### src/rtl/piece_queue.sv
// rtl/piece_queue.sv - filtered piece FIFO with current/preview outputs
module piece_queue #(
  parameter int DEPTH      = 4,
  parameter int MAX_REROLL = 1
) (
  input  logic                   clk,
  input  logic                   reset,
  input  logic [4:0]             rand_piece,
  input  logic                   pop,
  output logic [4:0]             piece,
  output logic                   piece_valid,
  output logic [4:0]             preview,
  output logic                   preview_valid,
  output logic [$clog2(DEPTH):0] count,
  output logic                   full
);

  localparam int PW = $clog2(DEPTH);
  localparam int CW = PW + 1;
  // Reroll counter only needs to reach MAX_REROLL; keep at least one bit.
  localparam int RW = (MAX_REROLL < 1) ? 1 : $clog2(MAX_REROLL + 1);
  localparam logic [CW-1:0] DEPTH_C = CW'(DEPTH);
  localparam logic [RW-1:0] MAX_RR  = RW'(MAX_REROLL);

  logic [4:0]    mem_q [DEPTH];
  logic [4:0]    mem_d [DEPTH];
  logic [PW-1:0] rd_ptr_q, rd_ptr_d;
  logic [PW-1:0] wr_ptr_q, wr_ptr_d;
  logic [CW-1:0] count_q, count_d;
  logic [4:0]    last_q, last_d;
  logic [RW-1:0] reroll_q, reroll_d;

  logic          code_ok;
  logic          pop_eff;
  logic          space;
  logic          push;
  logic [PW-1:0] rd_next;

  // Only the seven tetromino codes are legal; everything else is noise.
  always_comb begin
    code_ok = 1'b0;
    case (rand_piece)
      5'd1, 5'd3, 5'd7, 5'd11, 5'd12, 5'd14, 5'd18: code_ok = 1'b1;
      default:                                       code_ok = 1'b0;
    endcase
  end

  // Candidate filtering, push/pop and pointer/count bookkeeping.
  always_comb begin
    mem_d    = mem_q;
    rd_ptr_d = rd_ptr_q;
    wr_ptr_d = wr_ptr_q;
    count_d  = count_q;
    last_d   = last_q;
    reroll_d = reroll_q;
    push     = 1'b0;

    pop_eff = pop && (count_q != '0);
    // A pop in the same cycle frees the head slot, so a full queue can still take a piece.
    space   = (count_q != DEPTH_C) || pop_eff;

    // Filter state only moves when the candidate could actually be stored.
    if (space && code_ok) begin
      if ((rand_piece == last_q) && (reroll_q < MAX_RR)) begin
        reroll_d = reroll_q + RW'(1);
      end else begin
        push     = 1'b1;
        last_d   = rand_piece;
        reroll_d = '0;
      end
    end

    if (push) begin
      mem_d[wr_ptr_q] = rand_piece;
      wr_ptr_d        = wr_ptr_q + PW'(1);
    end
    if (pop_eff) begin
      rd_ptr_d = rd_ptr_q + PW'(1);
    end

    case ({push, pop_eff})
      2'b10:   count_d = count_q + CW'(1);
      2'b01:   count_d = count_q - CW'(1);
      default: count_d = count_q;
    endcase
  end

  // State registers; reset clears storage so the outputs read back as zero.
  always_ff @(posedge clk or negedge reset) begin
    if (!reset) begin
      for (int i = 0; i < DEPTH; i++) begin
        mem_q[i] <= '0;
      end
      rd_ptr_q <= '0;
      wr_ptr_q <= '0;
      count_q  <= '0;
      last_q   <= '0;
      reroll_q <= '0;
    end else begin
      mem_q    <= mem_d;
      rd_ptr_q <= rd_ptr_d;
      wr_ptr_q <= wr_ptr_d;
      count_q  <= count_d;
      last_q   <= last_d;
      reroll_q <= reroll_d;
    end
  end

  // Head and preview are read straight from the registered FIFO state.
  always_comb begin
    rd_next       = rd_ptr_q + PW'(1);
    piece_valid   = (count_q != '0);
    preview_valid = (count_q >= CW'(2));
    piece         = piece_valid ? mem_q[rd_ptr_q] : 5'd0;
    preview       = preview_valid ? mem_q[rd_next] : 5'd0;
    count         = count_q;
    full          = (count_q == DEPTH_C);
  end

endmodule
### config.mk
export PLATFORM = sky130hd
export DESIGN_NAME = piece_queue
export DESIGN_NICKNAME = d
export VERILOG_FILES = /design/src/rtl/piece_queue.sv
export SDC_FILE = /design/constraint.sdc
export NUM_CORES = 1
export LEC_CHECK = 0
export ABC_AREA = 1
export CORE_MARGIN = 2
export CORE_UTILIZATION = 55
export CTS_CLUSTER_DIAMETER = 40
export DETAILED_ROUTE_END_ITERATION = 7
export PLACE_DENSITY_LB_ADDON = 0.15
export SETUP_SLACK_MARGIN = 0.15
export SLEW_MARGIN = 20
export SYNTH_ARGS = -nofsm -noshare
export SYNTH_HDL_FRONTEND = slang
export SYNTH_SLANG_ARGS = --single-unit
### constraint.sdc
create_clock -name clk -period 5.31 [get_ports clk]
set_input_delay 1.593 -clock clk [delete_from_list [all_inputs] [get_ports clk]]
set_output_delay 1.593 -clock clk [all_outputs]
set_load 0.005 [all_outputs]
==> results of run 1 <==
[power by group]
part | switching (W) | internal (W) | total (W) | leakage, nW
sequential | 0.000119 | 0.000366 | 0.000485 | 0.409
clock | 0.0000896 | 0.000117 | 0.000207 | 0.0542
combinational | 0.000358 | 0.000337 | 0.000695 | 0.705
[tightest hold or removal path, stage by stage (launching register included)]
cell	delay, ns
dfrtp_1	0.34
nand2_1	0.06
nand2_1	0.05
[area by class of cell]
class | count | area, um^2 | share of cell area
clock buffers | 7 | 96.3 | 0.0407
well taps | 48 | 60.1 | 0.0254
multi-input cells | 199 | 1020 | 0.432
repair buffers | 26 | 253 | 0.107
inverters | 28 | 105 | 0.0444
clock inverters | 1 | 5.00 | 0.00211
flip-flops and latches | 33 | 826 | 0.349
[cell families (layout without fill, tap and decap cells)]
logic type               after synthesis  in the layout  share of synthesized area
XOR/XNOR                               3              3                     0.0128
buffers and inverters                 43             62                     0.0972
flip-flops                            33             33                      0.403
adder cells (fa/ha/maj)                6              6                     0.0403
AO/OA/AOI/OAI                         39             39                      0.106
AND/OR/NAND/NOR                      151            151                      0.340
[flip-flops by register name, summed over array words and instances (netlist names)]
name      cells
count         3
reroll_q      1
mem_q        20
wr_ptr_q      2
last_q        5
rd_ptr_q      2
[synth_stat cells, drive strengths merged]
master | n | area [um^2]
o21ai | 20 | 100
ha | 5 | 62.6
nand2 | 98 | 383
nand4 | 24 | 169
a21oi | 12 | 60.1
a31oi | 5 | 31.3
buf | 10 | 75.1
a21boi | 1 | 18.8
nand3 | 8 | 45.0
clkbuf | 5 | 18.8
nor3 | 1 | 16.3
fa | 1 | 20.0
o21a | 1 | 7.51
nor2 | 20 | 82.6
inv | 28 | 105
xor2 | 2 | 17.5
xnor2 | 1 | 8.76
dfrtp | 33 | 826
[stage by stage]
stage          utilization  hold WS (ns)  instance area (um^2)
2_1_floorplan            -         0.442                  2050
3_3_place_gp         0.628         0.476                  2270
3_5_place_dp         0.628         0.465                  2270
4_1_cts              0.656         0.480                  2370
5_1_grt              0.656         0.526                  2370
6_report             0.656         0.479                  2370
[metal layers]
metal	wire, um	global-route usage	share of wire	up-vias
met1	2040	0.313	0.46	818
met4	61	0.0824	0.014	0
li1	-	-	-	927
met5	0	0	0	-
met2	2120	0.385	0.48	42
met3	183	0.0469	0.042	8
[worst min-delay path by stage]
| stage | startpoint | end | slack (ns) |
|---|---|---|---|
| floorplan | last_q[2]$_DFFE_PN0P_ | last_q[2]$_DFFE_PN0P_ | 0.44 |
| global placement | reroll_q$_DFFE_PN0N_ | reroll_q$_DFFE_PN0N_ | 0.48 |
| detailed placement | last_q[2]$_DFFE_PN0P_ | last_q[2]$_DFFE_PN0P_ | 0.47 |
| CTS | last_q[2]$_DFFE_PN0P_ | last_q[2]$_DFFE_PN0P_ | 0.48 |
| global route | mem_q[1]$_DFFE_PN0P_ | mem_q[1]$_DFFE_PN0P_ | 0.53 |
| finish | last_q[2]$_DFFE_PN0P_ | last_q[2]$_DFFE_PN0P_ | 0.48 |
==> results by group, run 1 <==
Synthesis
  – Sequential area share after synthesis: 0.403
  – Cell Area, Synth: 2050 um^2
  – Syn Inst Count: 275
  – Post-synthesis register bit count: 33
  – Synth warn: 0
  – Syn_nets: 289
  – Library cells used by synthesis: 27
  – Avg Cell Area, Syn: 7.44 um^2

Hold path
  – Hold path depth: 2
  – Class of the worst hold path: register to register

Clock network
  – Sink Count: 33
  – Setup Buffers After CTS: 0
  – CTS tree: done
  – H-tree lvl count: 2
  – Post-CTS Resized: 0
  – Clock Latency Late Sink: 0.29 ns
  – Hold buffer count at cts: 0
  – CTS buffer count: 5
  – Worst-path clk slew: 0.07 ns
  – CTS max path bufs: 2
  – Root buf cell: clkbuf_8

Floorplanning
  – Chip height: 65.0 um
  – Initial Util: 0.568
  – Core area: 3610 um^2
  – Die ar.: 4230 um^2
  – Overall die width: 65.0 um
  – Number of cell rows: 22
  – IO Pins: 24

Place
  – Number of port buffers: 23
  – DP Cell Count: 334
  – Placer Congestion: 0.835
  – DP Worst Slack: 1.35 ns
  – Hpwl dp: 3260 um

Critical path
  – CP peak stage delay: 0.72 ns
  – Reg2reg path depth: 10
  – CP most frequent cell: nand2_1
  – Reg2Reg Setup Slack: 3.07 ns
  – Setup crit start: rand_piece[3]
  – Max FO, Critical Path: 10
  – R2R Path End: count[2]$_DFFE_PN0P_
  – R2R Path Start: count[0]$_DFFE_PN0P_
  – Crit Path Category: input port to register
  – Worst EP arrival: 3.84 ns
  – Crit path max-delay cell type: clkdlybuf4s50_1
  – Buf/Inv on CP: 2
  – CP Depth: 13
  – Cells along the critical path: clkdlybuf4s50_1 -> nor2_1 -> nand2_1 -> nand2_1 -> nand2_1 -> a21boi_4 -> nand2_4 -> ha_1 -> inv_1 -> fa_1 -> a21oi_1 -> o21ai_0 -> xor2_1
  – Worst setup endpoint: count[2]$_DFFE_PN0P_
  – Critical Path RT: 5.48 ns
  – Crit start category: input port
  – Largest delay share family, worst path: buffers and inverters
  – Critical Path End Type: register

Global route
  – Largest net degree at the start of global routing: 34
  – Global-route wire length before repair: 7580 um
  – Initial antenna violation count: 0
  – Overflow after GRT: 0
  – Total GRT Usage: 0.236
  – Vias in the first global route: 1650

Finish
  – Fin cells: 342
  – Area grow syn2layout: 15.6%
  – Fillers: 310
  – Share of post-route cells with drive strength above 1: 0.0816
  – Layout Nets: 307
  – Number of diodes: 0
  – Most frequent cells in the layout: nand2_1 (94), dfrtp_1 (33), inv_1 (26)
  – Most common cell after layout, fill and taps aside: nand2_1

Drt
  – Drt pass-1 iters: 4
  – Antenna Violating Nets Remaining: 0
  – DR WL/cell: 12.9 um
  – DR vias/cell: 5.25
  – DR iter-0 viols: 92
  – Via count: 1795
  – DRC violations left: 0
  – Drt total wl: 4400 um

STA
  – Worst Skew: 0.00585 ns
  – Rel. slew slack: 0.723
  – Final setup fails: 0
  – Maximum clock rate: 273 MHz
  – Final WS setup: 1.64 ns
  – Final hold violations: 0
  – Worst-Margin Slew: 0.414 ns
  – Slew Viols, Final: 0
  – Setup TNS: 0 ns
  – Tmin final: 3.67 ns
  – RSZ-0062 raised after global routing: no
  – Fin crit share: 0.691

Flow run
  – Max-cap violation count: 0

Power
  – Leakage: 1.17 nW
  – Peak VDD IR: 237 uV
  – Final Power: 0.00139 W
  – PwrDens: 586 nW/um^2

Status
  – Status: finished clean
Power figures use the tool's default switching activity.
==> run 2, diff against run 1 <==
==> constraint.sdc (replaced) <==
create_clock -name clk -period 3.4 [get_ports clk]
set_input_delay 1.02 -clock clk [delete_from_list [all_inputs] [get_ports clk]]
set_output_delay 1.02 -clock clk [all_outputs]
set_load 0.005 [all_outputs]
==> run 2 against run 1 <==
- clock power increased by 43%
- die area unchanged
- first-iteration DRC count increased by 73%
- design area increased by 1.3%
- hold slack improved by 0.013 ns
- register-to-register slack got worse by 1.9 ns
- non-clock buffer count increased by 6
- largest cell class unchanged
- cell count increased by 1.5%
- combinational power increased by 58%
- sequential cell count unchanged
- utilization increased by 0.83 points
==> results by group, run 2 (synthesis results as in run 1) <==
Status
  – Status: finished clean

Finish
  – Share of post-route cells with drive strength above 1: 0.0936
  – Design Area, Final: 2400 um^2
  – Area grow syn2layout: 17.1%
  – Most frequent cells in the layout: nand2_1 (94), dfrtp_1 (33), inv_1 (26)
  – Number of diodes: 0
  – Top reg by flops: mem_q
  – Most common cell after layout, fill and taps aside: nand2_1
  – Number of flip-flops in the largest register: 20
  – Layout Nets: 313
  – Fin cells: 347

Power
  – Leakage: 1.19 nW
  – PwrDens: 902 nW/um^2
  – Peak VDD IR: 404 uV

Drt
  – DR WL/cell: 13.7 um
  – DR iter-0 viols: 159
  – DR vias/cell: 5.39
  – Drt pass-1 iters: 4
  – Antenna Violating Nets Remaining: 0
  – Via count: 1871
  – Drt total wl: 4750 um
  – DRC violations left: 0

Global route
  – Initial antenna violation count: 0
  – Vias in the first global route: 1711
  – Overflow after GRT: 0
  – Total GRT Usage: 0.246
  – Met1 GRT Util: 0.327
  – Largest net degree at the start of global routing: 34
  – Global-route wire length before repair: 7890 um
  – Met2 usage: 0.414
  – Layer with the highest usage: met2
  – Met3 Track Usage GR: 0.0417

Flow run
  – Max-cap violation count: 0

Clock network
  – CTS max path bufs: 2
  – CTS buffer count: 5
  – CTS tree: done
  – Clock Latency Late Sink: 0.28 ns
  – Setup Buffers After CTS: 0
  – Worst-path clk slew: 0.07 ns
  – Root buf cell: clkbuf_8
  – Hold buffer count at cts: 0
  – Post-CTS Resized: 0
  – Sink Count: 33
  – H-tree lvl count: 2

Floorplanning
  – Core area: 3610 um^2
  – Die ar.: 4230 um^2
  – Initial Util: 0.568
  – Chip height: 65.0 um
  – Overall die width: 65.0 um
  – IO Pins: 24
  – Number of cell rows: 22

Critical path
  – Worst EP arrival: 1.99 ns
  – R2R Path End: count[1]$_DFFE_PN0P_
  – Crit Path Category: register to output port
  – Cells along the critical path: inv_1 -> a21oi_1 -> o21ai_0 -> a21oi_1 -> clkdlybuf4s50_1
  – R2R Path Start: count[1]$_DFFE_PN0P_
  – Largest delay share family, worst path: buffers and inverters
  – CP peak stage delay: 0.58 ns
  – CP most frequent cell: a21oi_1
  – Crit start category: register
  – Reg2Reg Setup Slack: 1.16 ns
  – Buf/Inv on CP: 2
  – Crit path max-delay cell type: dfrtp_1
  – Critical Path RT: 2.38 ns
  – Reg2reg path depth: 8
  – Critical Path End Type: output port
  – Max FO, Critical Path: 13

STA
  – Setup TNS: 0 ns
  – Rel. slew slack: 0.718
  – Final WS setup: 0.388 ns
  – Slew Viols, Final: 0
  – Final hold violations: 0
  – RSZ-0062 raised after global routing: no
  – Maximum clock rate: 332 MHz
  – Worst Skew: 0.00732 ns
  – Fin crit share: 0.886
  – Tmin final: 3.01 ns
  – Worst-Margin Slew: 0.423 ns
  – Final setup fails: 0

Place
  – Placer Congestion: 0.867
  – Area after DPL: 2310 um^2
  – Hpwl dp: 3420 um
  – DP Cell Count: 340
  – Number of port buffers: 23
  – DP Worst Slack: 0.181 ns

Hold path
  – Hold path endpoint: reroll_q$_DFFE_PN0N_
  – Min-delay src: reroll_q$_DFFE_PN0N_
  – Hold path depth: 1
  – Class of the worst hold path: register to register
==> run 2: cell types whose count changed in the layout (fill, tap and decap cells not counted), sizes merged <==
cell    previous run  this run
buf                3         9
clkinv             1         0
==> run 2: metal layers <==
metal  routed length (um)  up-vias  share of wire
met2                 2280       49           0.48
met4                   44        0         0.0093
li1                     -      943              -
met5                    0        -              0
met3                  182        5          0.038
met1                 2250      874           0.47
==> run 2: through the flow <==
step                 util  hold WS, ns  power (W)
floorplan               -        0.442    0.00140
global placement    0.641        0.455    0.00184
detailed placement  0.641        0.480    0.00187
CTS                 0.665        0.496    0.00216
global route        0.665        0.516    0.00235
finish              0.665        0.492    0.00216
==> run 2: how the worst max path moves through the flow <==
stage                            start                   end  slack, ns  cells after the start
3_3_place_gp             rand_piece[3]  count[2]$_DFFE_PN0P_       0.22                     13
5_1_grt                  rand_piece[2]  count[2]$_DFFE_PN0P_       0.27                     13
4_1_cts           count[1]$_DFFE_PN0P_              piece[4]       0.41                      5
6_report       rd_ptr_q[1]$_DFFE_PN0P_              piece[4]       0.39                      5
2_1_floorplan            rand_piece[0]  count[2]$_DFFE_PN0P_       0.56                     14
3_5_place_dp             rand_piece[3]  count[2]$_DFFE_PN0P_       0.18                     13
==> run 2: power breakdown <==
group	switching, W	total (W)	internal [W]
registers	0.000193	0.000764	0.000571
clock network	0.000136	0.000296	0.000161
logic	0.000569	0.00110	0.000534
==> run 2: layout make-up <==
class,instances,area (um^2)
fill,325,1210
multi-input combinational,199,1020
sequential,33,826
timing repair buffer,32,298
inverter,28,105
clock buffer,7,86.3
tap,48,60.1
==> RTL edit (flow settings as in run 2) <==
Set the parameter `DEPTH` to 2 (it was 4).
--- a/src/rtl/piece_queue.sv
+++ b/src/rtl/piece_queue.sv
@@ -2,3 +2,3 @@
 module piece_queue #(
-  parameter int DEPTH      = 4,
+  parameter int DEPTH      = 2,
   parameter int MAX_REROLL = 1
Interface: changed (resized count); port bits go from 24 to 23. The function was not compared with the original's and may differ.
==> RTL edit against run 2 <==
  * Setup slack gained 0.057 ns
  * Highest routed layer unchanged
  * Power shrank 45%
  * Wire length shrank 48%
  * Count of clock-buffer cells in the layout shrank 3
  * Clock skew grew 0.0020 ns
  * Sequential cell count shrank 13
  * Critical path depth shrank 1
  * First-iteration DRC count shrank 82%
  * Synthesized area shrank 44%
  * Cell area shrank 41%
  * Critical path type unchanged
==> RTL edit: results (changes against run 2) <==
metric;value;unit;change
status;finished, final reports clean;;
ir_worst_vdd;0.629;mV;+56%
inverters_excl_clock;15;;-46%
largest_reg_flops;10;;-50%
root_buffer;clkbuf_4;;
drt-initial-drc-count;28;;-82%
grt_max_degree;21;;-38%
startpoint;rd_ptr_q;;
dp_slack;0.328;ns;+0.148 ns
p_clk;144;uW;-51%
tightest_slew;0.905;ns;+0.483 ns
vias;1105;;-41%
hold_path_end;reroll_q;;
r2r_cells;6;;-2
nMultiInputCombCells;121;;-39%
finalHoldWorstSlack;0.511;ns;+0.0184 ns
cts.htree.levels;1;;-1
seq_cell_count;20;;-39%
crit_path_end;piece[0];;
num-fill-cells;183;;-44%
n_all_buffers;24;;-25%
worstHoldStart;reroll_q;;
grt_pass1_wl;4350;um;-45%
clkCellAreaFrac;2.56;%;-1.0 points
p_leak;0.723;nW;-39%
fin_crit_sh;86.9;%;-1.7 points
nClkBuffers;4;;-3
arrival;1.94;ns;-0.05 ns
grt_pass1_vias;1016;;-41%
synth_commonest_cells;nand2_1, dfrtp_1, nor2_1;;
drive_gt1_share;4.89;%;-4.5 points
nets;194;;-38%
rrSetupSlack;1.49;ns;+0.33 ns
synth_compound_area_share;8.85;%;-1.8 points
numPortBuffers;22;;-4.3%
ys_top_cells_by_area;dfrtp_1, nand2_1, nand4_1;;
synth_adder_area_share;1.09;%;-2.9 points
grt_usage;22.5;%;-2.1 points
multi_input_area_share;39.1;%;-3.5 points
routed_wl;2470;um;-48%
buf_share;16.6;%;+4.2 points
ys_seq_area_share;43.7;%;+3.4 points
==> RTL edit: changes by cell type in the layout (fill, tap and decap cells not counted), moves of 7 or more <==
cell | before | now
nand2_1 | 94 | 63
dfrtp_1 | 33 | 20
inv_1 | 26 | 13
o21ai_0 | 19 | 7
nand4_1 | 21 | 12
buf_4 | 9 | 2
==> RTL edit: routing by layer <==
| layer | share of wire, % | wire, um | track usage, % | up-vias |
|---|---|---|---|---|
| met4 | 1.1 | 28 | 7.87 | 0 |
| met1 | 45 | 1120 | 26.8 | 512 |
| li1 | - | - | - | 563 |
| met3 | 4.6 | 113 | 3.33 | 2 |
| met5 | 0 | 0 | 0 | - |
| met2 | 49 | 1200 | 40.7 | 28 |
==> RTL edit: through the flow <==
step | cell area [um2] | cells
after floorplan | 1140 | 162
after global placement | 1380 | 207
after detailed placement | 1380 | 207
after CTS | 1420 | 211
after global routing | 1420 | 211
final | 1420 | 211
